===== config.mk =====
export PLATFORM = sky130hd
export DESIGN_NAME = int_ctrl
export DESIGN_NICKNAME = d
export VERILOG_FILES = /design/src/rtl/int_ctrl_pkg.sv /design/src/rtl/int_ctrl_prio_enc.sv /design/src/rtl/int_ctrl.sv
export SDC_FILE = /design/constraint.sdc
export NUM_CORES = 1
export LEC_CHECK = 0
export ABC_AREA = 1
export BUFFER_PORTS_ARGS = -buffer_cell sky130_fd_sc_hd__buf_4
export CORE_ASPECT_RATIO = 1.5
export CORE_UTILIZATION = 40
export DETAILED_ROUTE_END_ITERATION = 6
export PLACE_DENSITY = 0.72
export RECOVER_POWER = 25
export SETUP_SLACK_MARGIN = 0.1
export SYNTH_ARGS = -nofsm -noshare
export SYNTH_HDL_FRONTEND = slang
export SYNTH_HIERARCHICAL = 1
export SYNTH_SLANG_ARGS = --single-unit

===== constraint.sdc =====
create_clock -name clk -period 1.8 [get_ports clk]
set_input_delay 0.36 -clock clk [delete_from_list [all_inputs] [get_ports clk]]
set_output_delay 0.36 -clock clk [all_outputs]
set_load 0.01 [all_outputs]

===== src/rtl/int_ctrl_pkg.sv =====
// int_ctrl_pkg: shared FSM encoding and parameter defaults for the interrupt controller.
package int_ctrl_pkg;
    typedef enum logic {IDLE, ASSERT} state_t;
    localparam int DEF_NUM_IRQ   = 5;
    localparam int DEF_ADDR_W    = 16;
    localparam int DEF_VEC_BASE  = 'hFFF0;
    localparam int DEF_VEC_SHIFT = 1;
endpackage


===== src/rtl/int_ctrl_prio_enc.sv =====
// prio_enc: lowest-index-set-bit encoder with valid flag.
//   req   in  N   request vector, bit 0 highest priority
//   valid out 1   any request bit set
//   idx   out W   index of lowest set bit (0 when none)
module prio_enc #(
    parameter int N = 5,
    localparam int W = $clog2(N)
) (
    input  logic [N-1:0] req,
    output logic         valid,
    output logic [W-1:0] idx
);
    always_comb begin
        valid = |req;
        idx = '0;
        for (int i = N - 1; i >= 0; i--)
            if (req[i]) idx = W'(i);
    end
endmodule


===== src/rtl/int_ctrl.sv =====
// int_ctrl: prioritised, nestable interrupt controller with vectored requests.
//   clk, rst     clock, asynchronous active-high reset
//   irq_in       asynchronous interrupt lines, rising edge requests service
//   int_en       global interrupt enable
//   mask_wr/in   mask register load (1 = masked)
//   irq_ack      control unit accepts the presented request
//   eoi          end of interrupt, retires the highest-priority in-service channel
//   irq_req      request to the control unit
//   irq_no       requested channel, vec_addr its vector address
//   mask_out     mask register, in_service in-service register
module int_ctrl
    import int_ctrl_pkg::*;
#(
    parameter int                 NUM_IRQ   = DEF_NUM_IRQ,
    parameter int                 ADDR_W    = DEF_ADDR_W,
    parameter logic [ADDR_W-1:0]  VEC_BASE  = ADDR_W'(DEF_VEC_BASE),
    parameter int                 VEC_SHIFT = DEF_VEC_SHIFT,
    localparam int                W         = $clog2(NUM_IRQ)
) (
    input  logic               clk,
    input  logic               rst,
    input  logic [NUM_IRQ-1:0] irq_in,
    input  logic               int_en,
    input  logic               mask_wr,
    input  logic [NUM_IRQ-1:0] mask_in,
    input  logic               irq_ack,
    input  logic               eoi,
    output logic               irq_req,
    output logic [W-1:0]       irq_no,
    output logic [ADDR_W-1:0]  vec_addr,
    output logic [NUM_IRQ-1:0] mask_out,
    output logic [NUM_IRQ-1:0] in_service
);
    logic [NUM_IRQ-1:0] sync1, sync2, prev, pending, mask, isr;
    logic [NUM_IRQ-1:0] rise, ack_vec, eoi_vec;
    logic               cand_valid, isr_valid, grant, ack;
    logic [W-1:0]       cand_idx, isr_idx, irq_no_n;
    state_t             state, state_n;

    prio_enc #(.N(NUM_IRQ)) u_cand (.req(pending & ~mask), .valid(cand_valid), .idx(cand_idx));
    prio_enc #(.N(NUM_IRQ)) u_isr  (.req(isr),             .valid(isr_valid),  .idx(isr_idx));

    assign rise = sync2 & ~prev;
    // Nesting: only a strictly higher-priority channel may preempt those in service.
    assign grant = int_en & cand_valid & (~isr_valid | (cand_idx < isr_idx));
    assign ack_vec = ack ? NUM_IRQ'(1) << irq_no : '0;
    assign eoi_vec = (eoi & isr_valid) ? NUM_IRQ'(1) << isr_idx : '0;

    always_comb begin
        state_n = state;
        irq_no_n = irq_no;
        ack = 1'b0;
        if (state == IDLE) begin
            if (grant) begin
                state_n = ASSERT;
                irq_no_n = cand_idx;
            end
        end else if (irq_ack) begin
            ack = 1'b1;
            state_n = IDLE;
        end else if (!int_en || mask[irq_no]) begin
            state_n = IDLE;
        end
    end

    always_ff @(posedge clk or posedge rst) begin
        if (rst) begin
            sync1 <= '0;
            sync2 <= '0;
            prev <= '0;
            pending <= '0;
            mask <= '1;
            isr <= '0;
            state <= IDLE;
            irq_no <= '0;
        end else begin
            sync1 <= irq_in;
            sync2 <= sync1;
            prev <= sync2;
            // A fresh edge on the acked channel survives the ack.
            pending <= (pending & ~ack_vec) | rise;
            mask <= mask_wr ? mask_in : mask;
            // eoi acts on the pre-ack ISR, then the acked bit is set.
            isr <= (isr & ~eoi_vec) | ack_vec;
            state <= state_n;
            irq_no <= irq_no_n;
        end
    end

    assign irq_req = state == ASSERT;
    assign vec_addr = VEC_BASE + (ADDR_W'(irq_no) << VEC_SHIFT);
    assign mask_out = mask;
    assign in_service = isr;
endmodule


==> out/qor.yml <==
timing:
  hold_viol_final: 0
  relSlewSlack_pct: 44.8
  fin_crit_ns: 1.86
  setup_viol: 3
  rsz0062_at_grt: "true"
  fin_ws_ns: -0.0557
  post-route-period-util_pct: 103
  fin_tns_setup_ns: -0.0946
  tightest_slew_ns: 0.828
  slew_viol_final: 0
  fmax_ghz: 0.539
  clock_skew_ns: 0.00492
placement:
  gp_congestion: 0.899
  dp.cells: 243
  port_buffers: 32
  dp_slack_ns: -0.0277
  dp_hpwl_mm: 2.08
clocking:
  postCtsHoldBufs: 0
  cts_root_buf: "clkbuf_8"
  htree_num_levels: 2
  insertion_delay_ns: 0.28
  cts_inserted_buffers: 5
  clock_sinks: 34
  clkTransAtPathRegs_ns: 0.07
  cts_tree: "yes"
  clockBufferDepth: 2
hold_path:
  min_path_type: "in -> reg"
  hold_depth: 1
floorplanning:
  start_util_pct: 41.9
  coreArea_mm2: 0.00368
  die_h_um: 78.1
  rows: 27
  fp.dieW_um: 52.7
  die_area_mm2: 0.00412
  pin_count: 46
grt:
  grt_pass1_wl_mm: 5.04
  first_global_vias: 1184
  antenna_found_initial: 0
  grt_max_degree: 35
  grt_overflow: 0
  grt_use_total_pct: 17.4
logic_synthesis:
  syn_avg_cell_area_um2: 9.03
  ys_ff_latch: 34
  synth_largest_area_cell: "dfrtp_1"
  synth-edff-count: 0
  yosysTopAreaCellShare_pct: 47.0
  yosysWarnings: 6
  netlist_top_cells_area: "dfrtp_1 47%, dfstp_2 8.5%, nand2_1 8.3%, buf_4 7.8%, inv_1 6.3%"
  ys_types: 19
  async_reset_ff_share_pct: 100
  synth-seq-area-share_pct: 55.5
  synth_top_flop_cell: "dfrtp_1"
  synth_area_mm2: 0.00154
  syn_inst: 171
power_and_ir_drop:
  p_comb_share_pct: 41.7
  p_int_w: 0.00170
  p_leak_nw: 1.06
  p_seq_share_pct: 38.0
  swShare_pct: 39.0
  ir_drop_mv: 0.709
  p_sw_w: 0.00109
  powerDensity_mw_per_mm2: 1360
  power_w: 0.00279
  clock_power_share_pct: 20.3
critical_path:
  max_stage_delay_ns: 0.56
  rrSetupSlack_ns: -0.06
  cp_max_fo: 4
  path_class: "reg -> reg"
  startpoint: "mask_out[3]"
  cp.required_ns: 1.97
  endpoint: "irq_no[2]"
  ff2ff_path_depth: 11
  cp_cell_sequence: "nor2_4, nor2_4, nand2_2, nor2_4, ha_4, a21oi_2, nand2_2, nand2_4, nand2_4, nand2_2, nand2_1"
  critPathSlowestCell: "dfstp_2"
  r2r_end: "irq_no[2]"
  worst_ep_arrival_time_ns: 2.03
  r2r_start: "mask_out[3]"
  endpoint_kind: "flip-flop"
  worstSetupStartpointType: "flip-flop"
outcome:
  failed_checks: "setup timing"
  status: "finished with violations"
route:
  routedWlPerCell_um: 12.3
  drtIter0Drc: 48
  ant_nets: 0
  drc_errors: 0
  via_per_inst: 4.92
  first_pass_iters: 4
  drt_wl_total_mm: 3.23
  num_vias: 1293
layout:
  drive_above_1_share_pct: 40.0
  multi_input_area_um2: 603
  layout.nets: 237
  diodes: 0
  areaGrowthSynthToFinish_pct: 32.8
  utilization_pct: 55.7
  final-instance-count-excl-fill: 263
  n_fill_cell: 327
  seqCellArea_um2: 858
run:
  maxCapViolCount: 0
-- per-stage QoR --
stage,area (um2),hold slack (ns)
final,2050,0.204
after floorplan,1600,0.331
after CTS,1970,0.164
after global routing,2050,0.191
after global placement,1790,0.333
after detailed placement,1790,0.337
-- sequential cells by signal, summed over array words and instances (netlist names) --
signal and cells:
in_service 5, mask_out 5, pending 5, prev 5
sync1 5, sync2 5, irq_no 3, irq_req 1
-- per-layer routing --
layer	track usage (%)	wire length, um	vias up
li1	-	-	603
met1	18.4	1170	601
met2	27.3	1650	66
met3	3.68	166	23
met4	16.3	240	0
met5	0	0	-
-- worst min-delay path by stage --
stage,endpoint,startpoint
2_1_floorplan,sync2[0],sync1[0]
3_3_place_gp,sync2[0],sync1[0]
3_5_place_dp,sync2[4],sync1[4]
4_1_cts,pending[0],rst
5_1_grt,sync1[3],irq_in[3]
6_report,sync1[2],irq_in[2]
-- cells in the final DEF (no fill, tap or decap), types with 2 or more instances in the layout --
| master | count |
|---|---|
| nand2_2 | 5 |
| clkbuf_4 | 6 |
| buf_4 | 39 |
| nor2_2 | 4 |
| inv_1 | 24 |
| o21ai_0 | 18 |
| clkbuf_8 | 6 |
| mux2_2 | 5 |
| dfstp_2 | 5 |
| dfrtp_1 | 28 |
| nor3_2 | 2 |
| a21oi_1 | 2 |
| conb_1 | 13 |
| inv_2 | 3 |
| nand2_1 | 27 |
| nand3_1 | 10 |
| nand2_4 | 2 |
| nor2_1 | 4 |
| nor2_4 | 5 |
-- area by class of cell --
type / count / area share (%)
inverter: 27 / 4.94
clock buffer: 7 / 4.21
tap: 43 / 2.62
timing repair buffer: 46 / 16.7
clock inverter: 1 / 0.244
multi-input combinational: 105 / 29.4
sequential: 34 / 41.9
-- cell families after synthesis --
group	after synthesis	synth area share, %
simple gates	63	17.2
buf+inv	43	14.3
flops	34	55.5
compound gates	22	7.21
mux	5	3.65
fa+ha+maj	2	1.62
other cells	2	0.486
-- power groups by stage --
stage	Clock, W	Combinational (W)	Sequential [W]
2_1_floorplan	0	0.000603	0.00107
3_3_place_gp	0	0.000903	0.00106
3_5_place_dp	0	0.000919	0.00106
4_1_cts	0.000600	0.000980	0.00105
5_1_grt	0.000616	0.00128	0.00108
6_report	0.000567	0.00117	0.00106
-- cells in the mapped netlist (2+ instances only) --
cell type and number:
a21oi_1 3, buf_4 16, conb_1 2, dfrtp_1 29, dfstp_2 5, ha_1 2, inv_1 26, mux2_2 5
nand2_1 34, nand3_1 10, nor2_1 11, nor2_2 2, nor3_1 3, o21ai_0 18
-- worst max-delay path, delay by kind of cell (launching register included) --
kind                       cells  cell delay (ns)
adders and majority gates      1             0.22
and+or+nand+nor                9             0.81
DFF                            1             0.56
AOI/OAI and AO/OA              1             0.16
-- what timing repair did --
item,CTS,global route
setup buffers,10,2
resized for setup,5,18
pin swaps,6,8
endpoints found under the setup margin,4,4
Power figures use the tool's default switching activity.
